File: src/rtl/muldiv_pkg.sv
// Shared definitions for the iterative multiply/divide unit: operation
// encodings (also decoded by control_unit), the FSM state type and small
// op-decode helpers.
package muldiv_pkg;

  // Operation select encodings; bit 1 selects divide, bit 0 selects unsigned.
  localparam logic [1:0] OP_MULT  = 2'b00;
  localparam logic [1:0] OP_MULTU = 2'b01;
  localparam logic [1:0] OP_DIV   = 2'b10;
  localparam logic [1:0] OP_DIVU  = 2'b11;

  // Sequencer states of the unit.
  typedef enum logic [1:0] {
    ST_IDLE = 2'd0,
    ST_CALC = 2'd1,
    ST_FIX  = 2'd2,
    ST_DONE = 2'd3
  } state_e;

  // True for DIV and DIVU.
  function automatic logic op_is_div(input logic [1:0] op);
    return op[1];
  endfunction

  // True for MULT and DIV, which work on two's-complement operands.
  function automatic logic op_is_signed(input logic [1:0] op);
    return ~op[0];
  endfunction

endpackage

File: src/rtl/muldiv_unit.sv
// Iterative MIPS multiply/divide unit with its own HI/LO registers.
// One bit is processed per cycle on magnitudes, signs are applied in a single
// FIX cycle afterwards. Divide-by-zero skips the iteration entirely and leaves
// HI/LO untouched.
module muldiv_unit
  import muldiv_pkg::*;
#(
  parameter int WIDTH = 32
) (
  input  logic             clock,
  input  logic             reset,
  input  logic             start,
  input  logic [1:0]       op,
  input  logic [WIDTH-1:0] a,
  input  logic [WIDTH-1:0] b,
  output logic             busy,
  output logic             done,
  output logic             div_zero,
  output logic [WIDTH-1:0] hi,
  output logic [WIDTH-1:0] lo
);

  localparam int CW = $clog2(WIDTH + 1);
  localparam int AW = 2 * WIDTH + 1;

  state_e           state_q, state_d;
  logic [1:0]       op_q, op_d;
  logic             sign_a_q, sign_a_d;
  logic             sign_b_q, sign_b_d;
  logic [WIDTH-1:0] opnd_q, opnd_d;
  logic [AW-1:0]    acc_q, acc_d;
  logic [CW-1:0]    cnt_q, cnt_d;
  logic             busy_q, busy_d;
  logic             done_q, done_d;
  logic             div_zero_q, div_zero_d;
  logic [WIDTH-1:0] hi_q, hi_d;
  logic [WIDTH-1:0] lo_q, lo_d;

  logic             in_neg_a, in_neg_b;
  logic [WIDTH-1:0] mag_a, mag_b;
  logic [WIDTH:0]   mul_sum;
  logic [AW-1:0]    mul_next;
  logic [WIDTH+1:0] div_trial;
  logic [AW-1:0]    div_next;
  logic             res_neg;
  logic [2*WIDTH-1:0] prod_fix;
  logic [WIDTH-1:0] quot_fix, rem_fix;

  // Input conditioning: sign bits and unsigned magnitudes of the operands.
  // Negating the most-negative value yields 2^(WIDTH-1), exact as unsigned.
  always_comb begin
    in_neg_a = op_is_signed(op) & a[WIDTH-1];
    in_neg_b = op_is_signed(op) & b[WIDTH-1];
    mag_a    = in_neg_a ? -a : a;
    mag_b    = in_neg_b ? -b : b;
  end

  // One iteration step for both algorithms on the shared accumulator.
  // Multiply: add multiplicand to the upper half when the LSB is set, shift right.
  // Divide: shift left, trial-subtract the divisor, keep it only if no borrow.
  always_comb begin
    mul_sum   = acc_q[AW-1:WIDTH] + (acc_q[0] ? {1'b0, opnd_q} : '0);
    mul_next  = {1'b0, mul_sum, acc_q[WIDTH-1:1]};
    div_trial = {1'b0, acc_q[2*WIDTH-1:WIDTH-1]} - {2'b00, opnd_q};
    div_next  = div_trial[WIDTH+1] ? {acc_q[2*WIDTH-1:0], 1'b0}
                                   : {div_trial[WIDTH:0], acc_q[WIDTH-2:0], 1'b1};
  end

  // Sign fix-up of the finished magnitude results.
  // Quotient and product flip on differing signs; remainder follows the dividend.
  always_comb begin
    res_neg  = sign_a_q ^ sign_b_q;
    prod_fix = res_neg ? -acc_q[2*WIDTH-1:0] : acc_q[2*WIDTH-1:0];
    quot_fix = res_neg ? -acc_q[WIDTH-1:0] : acc_q[WIDTH-1:0];
    rem_fix  = sign_a_q ? -acc_q[2*WIDTH-1:WIDTH] : acc_q[2*WIDTH-1:WIDTH];
  end

  // Sequencer: next-state and next-output computation for every register.
  always_comb begin
    state_d    = state_q;
    op_d       = op_q;
    sign_a_d   = sign_a_q;
    sign_b_d   = sign_b_q;
    opnd_d     = opnd_q;
    acc_d      = acc_q;
    cnt_d      = cnt_q;
    busy_d     = busy_q;
    done_d     = 1'b0;
    div_zero_d = 1'b0;
    hi_d       = hi_q;
    lo_d       = lo_q;
    case (state_q)
      ST_IDLE: begin
        busy_d = 1'b0;
        if (start) begin
          busy_d = 1'b1;
          if (op_is_div(op) && (b == '0)) begin
            state_d    = ST_DONE;
            done_d     = 1'b1;
            div_zero_d = 1'b1;
          end else begin
            state_d  = ST_CALC;
            op_d     = op;
            sign_a_d = in_neg_a;
            sign_b_d = in_neg_b;
            cnt_d    = CW'(WIDTH);
            if (op_is_div(op)) begin
              acc_d  = {{(WIDTH + 1){1'b0}}, mag_a};
              opnd_d = mag_b;
            end else begin
              acc_d  = {{(WIDTH + 1){1'b0}}, mag_b};
              opnd_d = mag_a;
            end
          end
        end
      end
      ST_CALC: begin
        acc_d = op_is_div(op_q) ? div_next : mul_next;
        cnt_d = cnt_q - CW'(1);
        if (cnt_q == CW'(1)) begin
          state_d = ST_FIX;
        end
      end
      ST_FIX: begin
        state_d = ST_DONE;
        done_d  = 1'b1;
        if (op_is_div(op_q)) begin
          hi_d = rem_fix;
          lo_d = quot_fix;
        end else begin
          hi_d = prod_fix[2*WIDTH-1:WIDTH];
          lo_d = prod_fix[WIDTH-1:0];
        end
      end
      ST_DONE: begin
        state_d = ST_IDLE;
        busy_d  = 1'b0;
      end
      default: begin
        state_d = ST_IDLE;
        busy_d  = 1'b0;
      end
    endcase
  end

  // State and registered outputs; synchronous reset overrides everything.
  always_ff @(posedge clock) begin
    if (reset) begin
      state_q    <= ST_IDLE;
      op_q       <= OP_MULT;
      sign_a_q   <= 1'b0;
      sign_b_q   <= 1'b0;
      opnd_q     <= '0;
      acc_q      <= '0;
      cnt_q      <= '0;
      busy_q     <= 1'b0;
      done_q     <= 1'b0;
      div_zero_q <= 1'b0;
      hi_q       <= '0;
      lo_q       <= '0;
    end else begin
      state_q    <= state_d;
      op_q       <= op_d;
      sign_a_q   <= sign_a_d;
      sign_b_q   <= sign_b_d;
      opnd_q     <= opnd_d;
      acc_q      <= acc_d;
      cnt_q      <= cnt_d;
      busy_q     <= busy_d;
      done_q     <= done_d;
      div_zero_q <= div_zero_d;
      hi_q       <= hi_d;
      lo_q       <= lo_d;
    end
  end

  assign busy     = busy_q;
  assign done     = done_q;
  assign div_zero = div_zero_q;
  assign hi       = hi_q;
  assign lo       = lo_q;

endmodule
File: config.mk
export PLATFORM = sky130hd
export DESIGN_NAME = muldiv_unit
export DESIGN_NICKNAME = d
export VERILOG_FILES = /design/src/rtl/muldiv_pkg.sv /design/src/rtl/muldiv_unit.sv
export SDC_FILE = /design/constraint.sdc
export NUM_CORES = 1
export LEC_CHECK = 0
export ABC_CLOCK_PERIOD_IN_PS = 8850
export CORE_ASPECT_RATIO = 0.7
export CORE_MARGIN = 3
export CORE_UTILIZATION = 30
export CTS_CLUSTER_DIAMETER = 200
export DETAILED_ROUTE_END_ITERATION = 10
export GPL_ROUTABILITY_DRIVEN = 0
export GPL_TIMING_DRIVEN = 0
export PLACE_DENSITY = 0.46
export REMOVE_ABC_BUFFERS = 1
export SYNTH_ARGS = -nofsm -noshare
export SYNTH_HDL_FRONTEND = slang
export SYNTH_SLANG_ARGS = --single-unit
File: constraint.sdc
create_clock -name clock -period 8.85 [get_ports clock]
set_input_delay 1.77 -clock clock [delete_from_list [all_inputs] [get_ports clock]]
set_output_delay 1.77 -clock clock [all_outputs]
set_load 0.05 [all_outputs]
# Yosys cells after proc, flatten, opt, wreduce, memory -nomap -nowiden
# Index checks and enable logic that the tools add are counted.
dict set report totals {
  register_bits 176
  input_bits 69
  out_inout_bits 67
  word_cells 69
}
dict set report classes {
  add_sub_neg 8
  n_eq_ne 7
  n_mux 27
  bitwise 6
  n_reduce_logical 9
}
# operator n
set op_table {}
lappend op_table {{$mux W32} 9}
lappend op_table {{$mux W65} 4}
lappend op_table {{$pmux W65 S2} 1}
lappend op_table {{$neg A32 Y32} 4}
lappend op_table {{$mux W64} 1}
lappend op_table {{$neg A64 Y64} 1}
lappend op_table {{$sub A33 B32 Y34} 1}
lappend op_table {{$add A33 B32 Y33} 1}
lappend op_table {{$logic_not A32 Y1} 1}
lappend op_table {{$mux W6} 2}
lappend op_table {{$pmux W6 S2} 1}
lappend op_table {{$pmux W2 S4} 1}
lappend op_table {{$eq A6 B1 Y1 const B} 1}
lappend op_table {{$mux W2} 3}
lappend op_table {{$ne A2 B2 Y1 const B} 3}
lappend op_table {{$reduce_and A3 Y1} 2}
lappend op_table {{$sub A6 B1 Y6 const B} 1}
lappend op_table {{$eq A2 B2 Y1 const B} 2}
lappend op_table {{$pmux W1 S2} 2}
lappend op_table {{$reduce_bool A2 Y1} 2}
lappend op_table {{$mux W1} 3}
lappend op_table {{$not A1 Y1} 3}
lappend op_table {{$and A1 B1 Y1} 2}
lappend op_table {{$eq A2 B1 Y1 const B} 1}
lappend op_table {{other kinds (5)} 5}

# Longest topological paths before layout
# Gate-level depths: netlist of run 1.
dict set report logic_depth {
  depth_word 7
  mapped_depth 15
  mapped_depth_nobuf 14
}

# Least setup slack after synthesis of run 1
# No wires, ideal clock.
dict set report synth_path {
  path_type {input to register}
  start {input b[17]}
  end {register acc_q[62]}
  setup_ps 131
  t_arrival_ps 4002
  required_ps 8719
  setup_slack_ps 4718
  stages 10
  path_buffers 1
  cell_sequence {or4_1 -> nor4b_2 -> nand4_1 -> nand2_1 -> a211oi_1 -> and2_1 -> clkbuf_1 -> a32o_1 -> a211oi_1 -> o21ai_0}
}
dict set report synth_between {
  elab_chain_cells 4
}
# item line_no
set synth_rtl {}
lappend synth_rtl {{start: declaration} muldiv_unit.sv:15} ;# input logic [WIDTH-1:0] b,
lappend synth_rtl {{$logic_not A32 Y1} muldiv_unit.sv:97} ;# if (op_is_div(op) && (b == '0)) begin
lappend synth_rtl {{$logic_and A1 B1 Y1} muldiv_unit.sv:97}
lappend synth_rtl {{$ne A2 B2 Y1 (no line)} --}
lappend synth_rtl {{$reduce_and A3 Y1 (no line)} --}
lappend synth_rtl {{end signal: assignment} muldiv_unit.sv:154} ;# acc_q <= '0;
lappend synth_rtl {{end signal: assignment} muldiv_unit.sv:167} ;# acc_q <= acc_d;
lappend synth_rtl {{end: declaration} muldiv_unit.sv:31} ;# logic [AW-1:0] acc_q, acc_d;
# No other way between the ends.
# A chain may end at the register's enable or synchronous reset.

# Worst setup path in the final report of run 1
dict set report layout_path {
  start {input b[3]}
  end {register acc_q[29]}
}
dict set report layout_between {
  elab_chain_cells 6
  word_cells_on_any_way 10
  cone_classes {add/sub (1); eq/ne (1); mux (5); reduce/logical (3)}
}
# item line_no
set layout_rtl {}
lappend layout_rtl {{$neg A32 Y32} muldiv_unit.sv:55} ;# mag_b = in_neg_b ? -b : b;
lappend layout_rtl {{$mux W32} muldiv_unit.sv:55}
lappend layout_rtl {{$mux W32} muldiv_unit.sv:107} ;# if (op_is_div(op)) begin
lappend layout_rtl {{$mux W65} muldiv_unit.sv:97}
lappend layout_rtl {{$mux W65} muldiv_unit.sv:95} ;# if (start) begin
lappend layout_rtl {{$pmux W65 S2} muldiv_unit.sv:92} ;# case (state_q)
# Several ways; a longest one is shown, not always the timed one. The select of a mux whose other input is x is not followed.

==> results of run 1 <==
-- per-stage QoR --
step	TNS (ns)	power (mW)	hold WS [ns]
3_3_place_gp	-100.18	3.52	0.446
2_1_floorplan	0	2.75	0.426
3_5_place_dp	0	3.56	0.447
5_1_grt	0	4.65	0.471
4_1_cts	0	4.36	0.456
6_report	0	4.34	0.454
-- cell families after synthesis --
kind of cell | Yosys count | synth area share, %
mux | 52 | 3.80
xor+xnor | 176 | 10.9
fa+ha+maj | 76 | 6.81
compound gates | 601 | 27.8
simple gates | 638 | 20.3
flops | 175 | 24.7
buf+inv | 199 | 5.70
-- layout by cell type (no fill, tap or decap), types with 7 or more instances in the layout --
cell type and instances:
a31oi_1 22, or3_1 19, a311oi_1 13, ha_1 72
o31ai_1 21, mux2_2 15, a221o_1 11, or4_1 9
xnor2_1 87, nand2_1 155, dfxtp_1 174, mux2i_1 37
nand4_1 15, nor2b_1 11, a221oi_1 7, nand2b_1 14
nand3_1 13, a21o_1 43, xor2_1 87, a22oi_1 7
a21oi_1 170, o21ai_0 115, inv_1 70, nor2_1 297
o21a_1 9, nor3_1 47, a211oi_1 95, o211ai_1 21
clkbuf_16 17, clkdlybuf4s50_1 133, nor4_1 15
-- power breakdown --
group          internal, mW  switching (mW)
logic                 0.845            1.49
clock network         0.381           0.403
registers             0.980           0.246
total                  2.21            2.14
-- metal layers --
metal / global-route usage [%] / routed length, um / part of all wire (%)
met5: 0 / 0 / 0
met4: 3.79 / 507 / 0.99
met3: 4.75 / 4460 / 8.7
met2: 27.0 / 19400 / 38
met1: 32.6 / 27000 / 53
-- registers in the layout, indices dropped and copies added, names as in the netlist --
name      cells
acc_q        65
busy          1
cnt_q         6
div_zero      1
done          1
hi           32
lo           32
op_q          1
opnd_q       32
sign_a_q      1
sign_b_q      1
state_q       2
-- layout make-up --
class / count / area share (%)
antenna: 1 / 0.0151
clock buffer: 17 / 2.56
clock inverter: 15 / 1.01
multi-input combinational: 1543 / 59.8
inverter: 70 / 1.58
sequential: 175 / 21.1
timing repair buffer: 145 / 9.39
tap: 603 / 4.54
-- final timing paths --
check / end / depth (start not counted)
setup / recovery: acc_q[29] / 10
setup reg to reg: acc_q[56] / 13
hold / removal: opnd_q[23] / 2
hold reg to reg: opnd_q[23] / 2
-- worst min-delay path, cell delays in order, from the launching register on --
cell and delay (ns):
dfxtp_1 0.31, nand2_1 0.05, a21oi_1 0.05
==> run metrics, run 1 <==
status complete, no violations; I/O pin total 136; Leak 6.29 nW; Area growth, synth to finish 17.2%; Post-Route WL 51300 um; Cell variety after synth 78; Synth area leader dfxtp_1; post-DP HPWL 40200 um; clock transition at the registers of the reported paths 0.08 ns; crit-path max FO 5; worst min-delay path class reg -> reg; PortBufs 135; largest net degree at the start of global routing 92; crit path kind in -> reg; ranking of synthesized cells by area dfxtp_1 25%, nor2_1 7.9%, ha_1 6.5%, a21oi_1 6.0%, xor2_1 5.5%; pwr/cell area 261 nW/um^2; clk_lat worst skew 0.46 ns; Synth top cells by count 299 x nor2_1, 175 x dfxtp_1, 171 x a21oi_1, 155 x nand2_1, 115 x o21ai_0; vias per cell 5.53; All-Layer GR Usage 20.4%; global-route wire length before repair 79700 um; Least-Margin Pin Slew 1.27 ns; die area 50000 um^2; Top FF cell, synth dfxtp_1; number of setup buffers added after CTS 0; CP Cell Sequence clkdlybuf4s50_1 > nor4_1 > nand2_1 > nor4_1 > nand3_1 > o21ai_0 > xor2_1 > o22ai_1 > a211oi_1 > nor3_1; worst setup margin 3.77 ns; Layout Utilization 36.2%; CTS root buffer clkbuf_16; register area 3500 um^2; syn_area_per_cell 7.40 um^2; max-cap viol count 0; DRC violations left 0; Core Region 45900 um^2; Final Max Slew Viols 0; final hold vios 0; mean routed wirelength per cell 20.0 um; most frequent cell after synthesis nor2_1; critical path's slowest cell nor4_1; grt ovf 0; CP bufs+invs 1; Area after DPL 16000 um^2; Max IR drop VDD 0.182 mV; RSZ-0062 raised after global routing false; starting density of the core 30.9%; CTS Buf Count 17; Final ANT Viol Nets 0; Post-synth EDFFs 0; worst stage delay on the critical path 0.85 ns; fin crit period 5.08 ns; CTS tree built; post-CTS resize count 0; CP most frequent cell nor4_1; initial antenna violation count 0; R2R Setup Slk 4.23 ns; nature of the critical path endpoint flip-flop; nets 2097; CP Data Arrival Time 5.41 ns; ys async rst share 0%; Multi-input gate area 9940 um^2; Die W 266 um; Clock Skews 0.0174 ns; Initial DRC Count 1293; die height 188 um; crit start category input pin; pre-CTS setup slack 3.36 ns; fillcell total 4851; Slew HR 15.2%; Synth Register Bits 175; Layout Cells excl Fill 2569; cell area after layout 16600 um^2; synthesis warning total 0; via count of the routed design 14200; Post-Syn Area 14200 um^2; Post-CTS Hold Fix Bufs 0; reg2reg start acc_q[0]; CTS Buffer Depth 2; register area share after synthesis 24.7%; Final Setup Violations 0; Pre-antenna DRT Iters 5; WP data required 9.18 ns; cells after synthesis 1917; H-tree depth 4; Cell Count Post-Placement 2536; post-synth top area share 24.7%; startpoint of the worst hold path opnd_q[23]; fmax 197 MHz; share of cells above drive strength 1 5.09%; Tcrit/Tclk final 57.4%; crit path from b[3]; # rows 65; via count of the first global-routing pass 13100; Clock Sinks 175; delay-heaviest family, CP simple AND/OR/NAND/NOR gates
Power figures use the tool's default switching activity.
==> run 2: changes to the inputs <==
- ABC_CLOCK_PERIOD_IN_PS: 8850 -> 5000
- clock period: 8.85 -> 5 ns (I/O delays scaled with it)
==> run metrics, run 2 (synthesis results as in run 1) <==
Die W 266 um (unchanged); share of cells above drive strength 1 5.14% (+0.051 points); Post-CTS Hold Fix Bufs 0 (unchanged); cell area after layout 16600 um^2 (about the same); Multi-input gate area 9940 um^2 (unchanged); commonest non-fill, non-tap cell in the layout nor2_1; crit-path max FO 32 (+27); initial antenna violation count 0 (unchanged); All-Layer GR Usage 20.4% (unchanged); worst stage delay on the critical path 0.62 ns (-0.23 ns); pwr/cell area 463 nW/um^2 (+77%); post-DP HPWL 40200 um (unchanged); pre-CTS setup slack 0.159 ns (-3.20 ns); I/O pin total 136 (unchanged); Area growth, synth to finish 17.2% (about the same); Clock Skews 0.0174 ns (+0.000000100 ns); clk_lat worst skew 0.46 ns (about the same); global-route wire length before repair 79700 um (unchanged); max-cap viol count 0 (unchanged); Cell Count Post-Placement 2536 (unchanged); RSZ-0062 raised after global routing false; Final ANT Viol Nets 0 (unchanged); CTS Buf Count 17 (unchanged); Final Setup Violations 0 (unchanged); CTS root buffer clkbuf_16; Clock Sinks 175 (unchanged); # rows 65 (unchanged); via count of the routed design 14200 (+0.15%); crit path kind reg -> reg; Final Max Slew Viols 0 (unchanged); Tcrit/Tclk final 91.4%; die height 188 um (unchanged); crit start category flip-flop; starting density of the core 30.9% (unchanged); H-tree depth 4 (unchanged); mean routed wirelength per cell 20.0 um (about the same); most frequent cells in the layout 297 x nor2_1, 174 x dfxtp_1, 170 x a21oi_1; nets 2097 (unchanged); nature of the critical path endpoint flip-flop; Max IR drop VDD 0.322 mV (+77%); final hold vios 0 (unchanged); Pre-antenna DRT Iters 5 (unchanged); critical path's slowest cell clkinvlp_4; Reg with most FFs acc_q; register area 3500 um^2 (unchanged); CP Data Arrival Time 4.92 ns (-0.49 ns); Area after DPL 16000 um^2 (unchanged); Power Total 7.69 mW (+77%); CTS Buffer Depth 2 (unchanged); WP data required 5.35 ns (-3.83 ns); number of setup buffers added after CTS 0 (unchanged); Least-Margin Pin Slew 1.27 ns (-0.000672 ns); Initial DRC Count 1293 (unchanged); fin crit period 4.57 ns; worst min-delay path class reg -> reg; Hold WS 0.454 ns (unchanged); fillcell total 4850 (-0.021%); Leak 6.29 nW (about the same); DRC violations left 0 (unchanged); Layout Cells excl Fill 2569 (unchanged); grt ovf 0 (unchanged); Post-Route WL 51300 um (about the same); via count of the first global-routing pass 13100 (unchanged); vias per cell 5.54 (+0.15%); Core Region 45900 um^2 (unchanged); worst setup margin 0.430 ns (-3.34 ns); die area 50000 um^2 (unchanged); clock transition at the registers of the reported paths 0.08 ns (about the same); max reg flops 65 (unchanged); CP Cell Sequence clkinvlp_4 > nor2_1 > ha_1 > a21o_1 > a21oi_1 > o21ai_0 > or3b_2 > o221ai_1 > o21ai_0 > a221oi_1 > xor2_1 > nor2_1 > a221o_1; Slew HR 15.2% (+0.045 points); status complete, no violations; PortBufs 135 (unchanged); CTS tree built; largest net degree at the start of global routing 92 (unchanged); fmax 219 MHz
-- run 2: routing by layer --
layer	track usage [%]	routed length [um]	part of all wire [%]
met5	0	0	0
met4	3.79	503	0.98
met3	4.75	4420	8.6
met2	27.0	19400	38
met1	32.6	27000	53
-- run 2: what timing repair did --
action	in CTS	in global routing
endpoints found under the hold margin	0	0
endpoints found under the setup margin	0	1
gates resized for setup	0	1
-- run 2: final cells by class --
cell class / count / area share (%)
Sequential cell: 175 / 21.1
Inverter: 70 / 1.60
Timing Repair Buffer: 145 / 9.38
Tap cell: 603 / 4.54
Antenna cell: 1 / 0.0151
Clock buffer: 17 / 2.56
Clock inverter: 15 / 1.01
Multi-Input combinational cell: 1543 / 59.8
-- run 2: per-stage QoR --
stage	utilization (%)	setup TNS, ns
floorplan	-	-24.79
global placement	34.3	-400.02
detailed placement	34.9	0
CTS	36.2	0
global route	36.2	0
finish	36.2	0
-- run 2: final timing paths --
| check | to | startpoint | depth (start not counted) | slack (ns) |
|---|---|---|---|---|
| hold reg to reg | opnd_q[23] | opnd_q[23] | 2 | 0.45 |
| setup reg to reg | acc_q[59] | acc_q[0] | 13 | 0.43 |
| hold / removal | opnd_q[23] | opnd_q[23] | 2 | 0.45 |
| setup / recovery | acc_q[59] | acc_q[0] | 13 | 0.43 |
-- run 2: power breakdown --
part	internal, mW	switching [mW]	total (mW)	leakage [nW]
sequential	1.74	0.437	2.17	1.43
clock	0.674	0.714	1.39	0.291
combinational	1.50	2.64	4.13	4.57
total	3.91	3.79	7.69	6.29
-- run 2: critical path, delay by kind of cell (launching register included) --
kind | cells | cell delay (ns)
xor+xnor | 1 | 0.18
flops | 1 | 0.53
compound gates | 7 | 1.94
simple gates | 3 | 0.82
buf+inv | 1 | 0.62
fa+ha+maj | 1 | 0.34
==> run 3: changes to the inputs <==
- MAX_ROUTING_LAYER: default -> met4
- SKIP_LAST_GASP: default -> 1
==> run metrics, run 3 (synthesis results as in run 1) <==
status complete, no violations; Flop pwr share 28.2% (about the same); Final ANT Viol Nets 0 (unchanged); fillcell total 4853 (+0.062%); post-DP HPWL 40200 um (unchanged); max-cap viol count 0 (unchanged); global-route layer with the greatest usage met1; initial antenna violation count 0 (unchanged); crit path kind reg -> reg; global-route wire length before repair 79600 um (-0.14%); Slew HR 13.8% (-1.4 points); Final Setup Violations 0 (unchanged); Pre-antenna DRT Iters 5 (unchanged); crit start category flip-flop; worst setup margin 0.305 ns (-0.125 ns); largest net degree at the start of global routing 92 (unchanged); Sw Pwr 3.81 mW (+0.64%); worst min-delay path class reg -> reg; mean routed wirelength per cell 20.1 um (+0.55%); pre-CTS setup slack 0.159 ns (unchanged); register area 3500 um^2 (unchanged); die height 188 um (unchanged); I/O pin total 136 (unchanged); via count of the routed design 14200 (+0.13%); max reg flops 65 (unchanged); Clock Sinks 175 (unchanged); Reg with most FFs acc_q; Power Total 7.72 mW (+0.32%); die area 50000 um^2 (unchanged); Post-CTS Hold Fix Bufs 0 (unchanged); Int Power 3.91 mW (about the same); Area growth, synth to finish 17.3% (about the same); number of setup buffers added after CTS 0 (unchanged); CTS tree built; CP Data Arrival Time 5.00 ns (+0.08 ns); clock transition at the registers of the reported paths 0.08 ns (about the same); CTS Buf Count 17 (unchanged); All-Layer GR Usage 21.0% (+0.59 points); Least-Margin Pin Slew 1.29 ns (+0.0211 ns); Tcrit/Tclk final 93.9% (+2.5 points); pwr/cell area 464 nW/um^2 (+0.31%); # rows 65 (unchanged); most frequent cells in the layout 297 x nor2_1, 174 x dfxtp_1, 170 x a21oi_1; DRC violations left 0 (unchanged); # diodes 0 (-1); M2 GR Usage 26.9% (-0.14 points); Die W 266 um (unchanged); nature of the critical path endpoint flip-flop; H-tree depth 4 (unchanged); fmax 213 MHz (-2.7%); Core Region 45900 um^2 (unchanged); CTS root buffer clkbuf_16; Max IR drop VDD 0.323 mV (+0.24%); CTS Buffer Depth 2 (unchanged); clock network power share 18.0% (about the same); Clock Skews 0.0210 ns (+0.00360 ns); WP data required 5.31 ns (-0.04 ns); nets 2098 (+0.048%); via count of the first global-routing pass 13100 (+0.0076%); M3 GR Usage 4.60% (-0.14 points); met1 Use GR 32.7% (+0.17 points); Final Max Slew Viols 0 (unchanged); fin crit period 4.69 ns (+0.125 ns); commonest non-fill, non-tap cell in the layout nor2_1; Post-Route WL 51600 um (+0.55%); Multi-input gate area 9940 um^2 (unchanged); clk_lat worst skew 0.47 ns (about the same); Leak 6.29 nW (about the same); vias per cell 5.54 (+0.13%); crit-path max FO 16 (-50%); grt ovf 0 (unchanged); sw frac 49.4% (+0.15 points); RSZ-0062 raised after global routing false; final hold vios 0 (unchanged); PortBufs 135 (unchanged); starting density of the core 30.9% (unchanged); share of cells above drive strength 1 5.19% (+0.048 points); Combinational Power Share 53.7% (about the same); Initial DRC Count 1212 (-6.3%)
[run 3: changes by cell type in the layout (fill, tap and decap cells not counted), sizes merged]
| cell | previous run | this run |
|---|---|---|
| clkinvlp | 1 | 2 |
| diode | 1 | 0 |
[run 3: final timing paths]
path	startpoint	to	slack [ns]	cells after the start
max	acc_q[0]	acc_q[62]	0.31	13
min	opnd_q[23]	opnd_q[23]	0.45	2
max reg2reg	acc_q[0]	acc_q[62]	0.31	13
min reg2reg	opnd_q[23]	opnd_q[23]	0.45	2
[run 3: through the flow]
stage               TNS [ns]  area [um^2]  hold slack [ns]  cells  utilization (%)
global placement     -400.02        15700            0.446   2526             34.3
CTS                        0        16600            0.456   2568             36.2
detailed placement         0        16000            0.447   2536             34.9
finish                     0        16600            0.454   2569             36.3
floorplan             -24.79        13600            0.426   1788                -
global route               0        16600            0.471   2569             36.3
[run 3: layout make-up]
class                   instances  share of cell area [%]
clock buffers                  17                    2.56
clock inverters                15                    1.01
inverters                      70                    1.60
multi-input cells            1543                    59.8
flip-flops and latches        175                    21.1
well taps                     603                    4.54
repair buffers                145                    9.38
repair inverters                1                  0.0301
[run 3: critical path, cell delays in order, from the launching register on]
cell and delay, ns:
dfxtp_1 0.70, clkinvlp_2 0.92, nor2_1 0.33, ha_1 0.32
nand2_1 0.09, nor2_1 0.04, o2bb2ai_1 0.19, a2111o_1 0.50
a31oi_1 0.34, o21ai_0 0.28, a311o_1 0.39, a21oi_1 0.18
xor2_1 0.16, o21ai_0 0.09
[run 3: power by group through the flow]
stage                     clock, mW  sequential, mW  combinational, mW
after floorplan                   0            2.56               2.31
after CTS                      1.43            2.16               4.12
after detailed placement          0            2.19               4.11
final                          1.39            2.18               4.14
after global routing           1.48            2.23               4.53
after global placement            0            2.20               4.03
[run 3: routing by layer]
metal  part of all wire [%]  up-vias
met5                      0        -
met4                   0.85        0
met3                    8.8       28
met2                     38      547
met1                     53     6707
li1                       -     6959
[run 3: repair_timing]
item / CTS / global route
hold endpoints to repair: 0 / 0
gates resized for setup: 0 / 1
setup endpoints to repair: 0 / 1
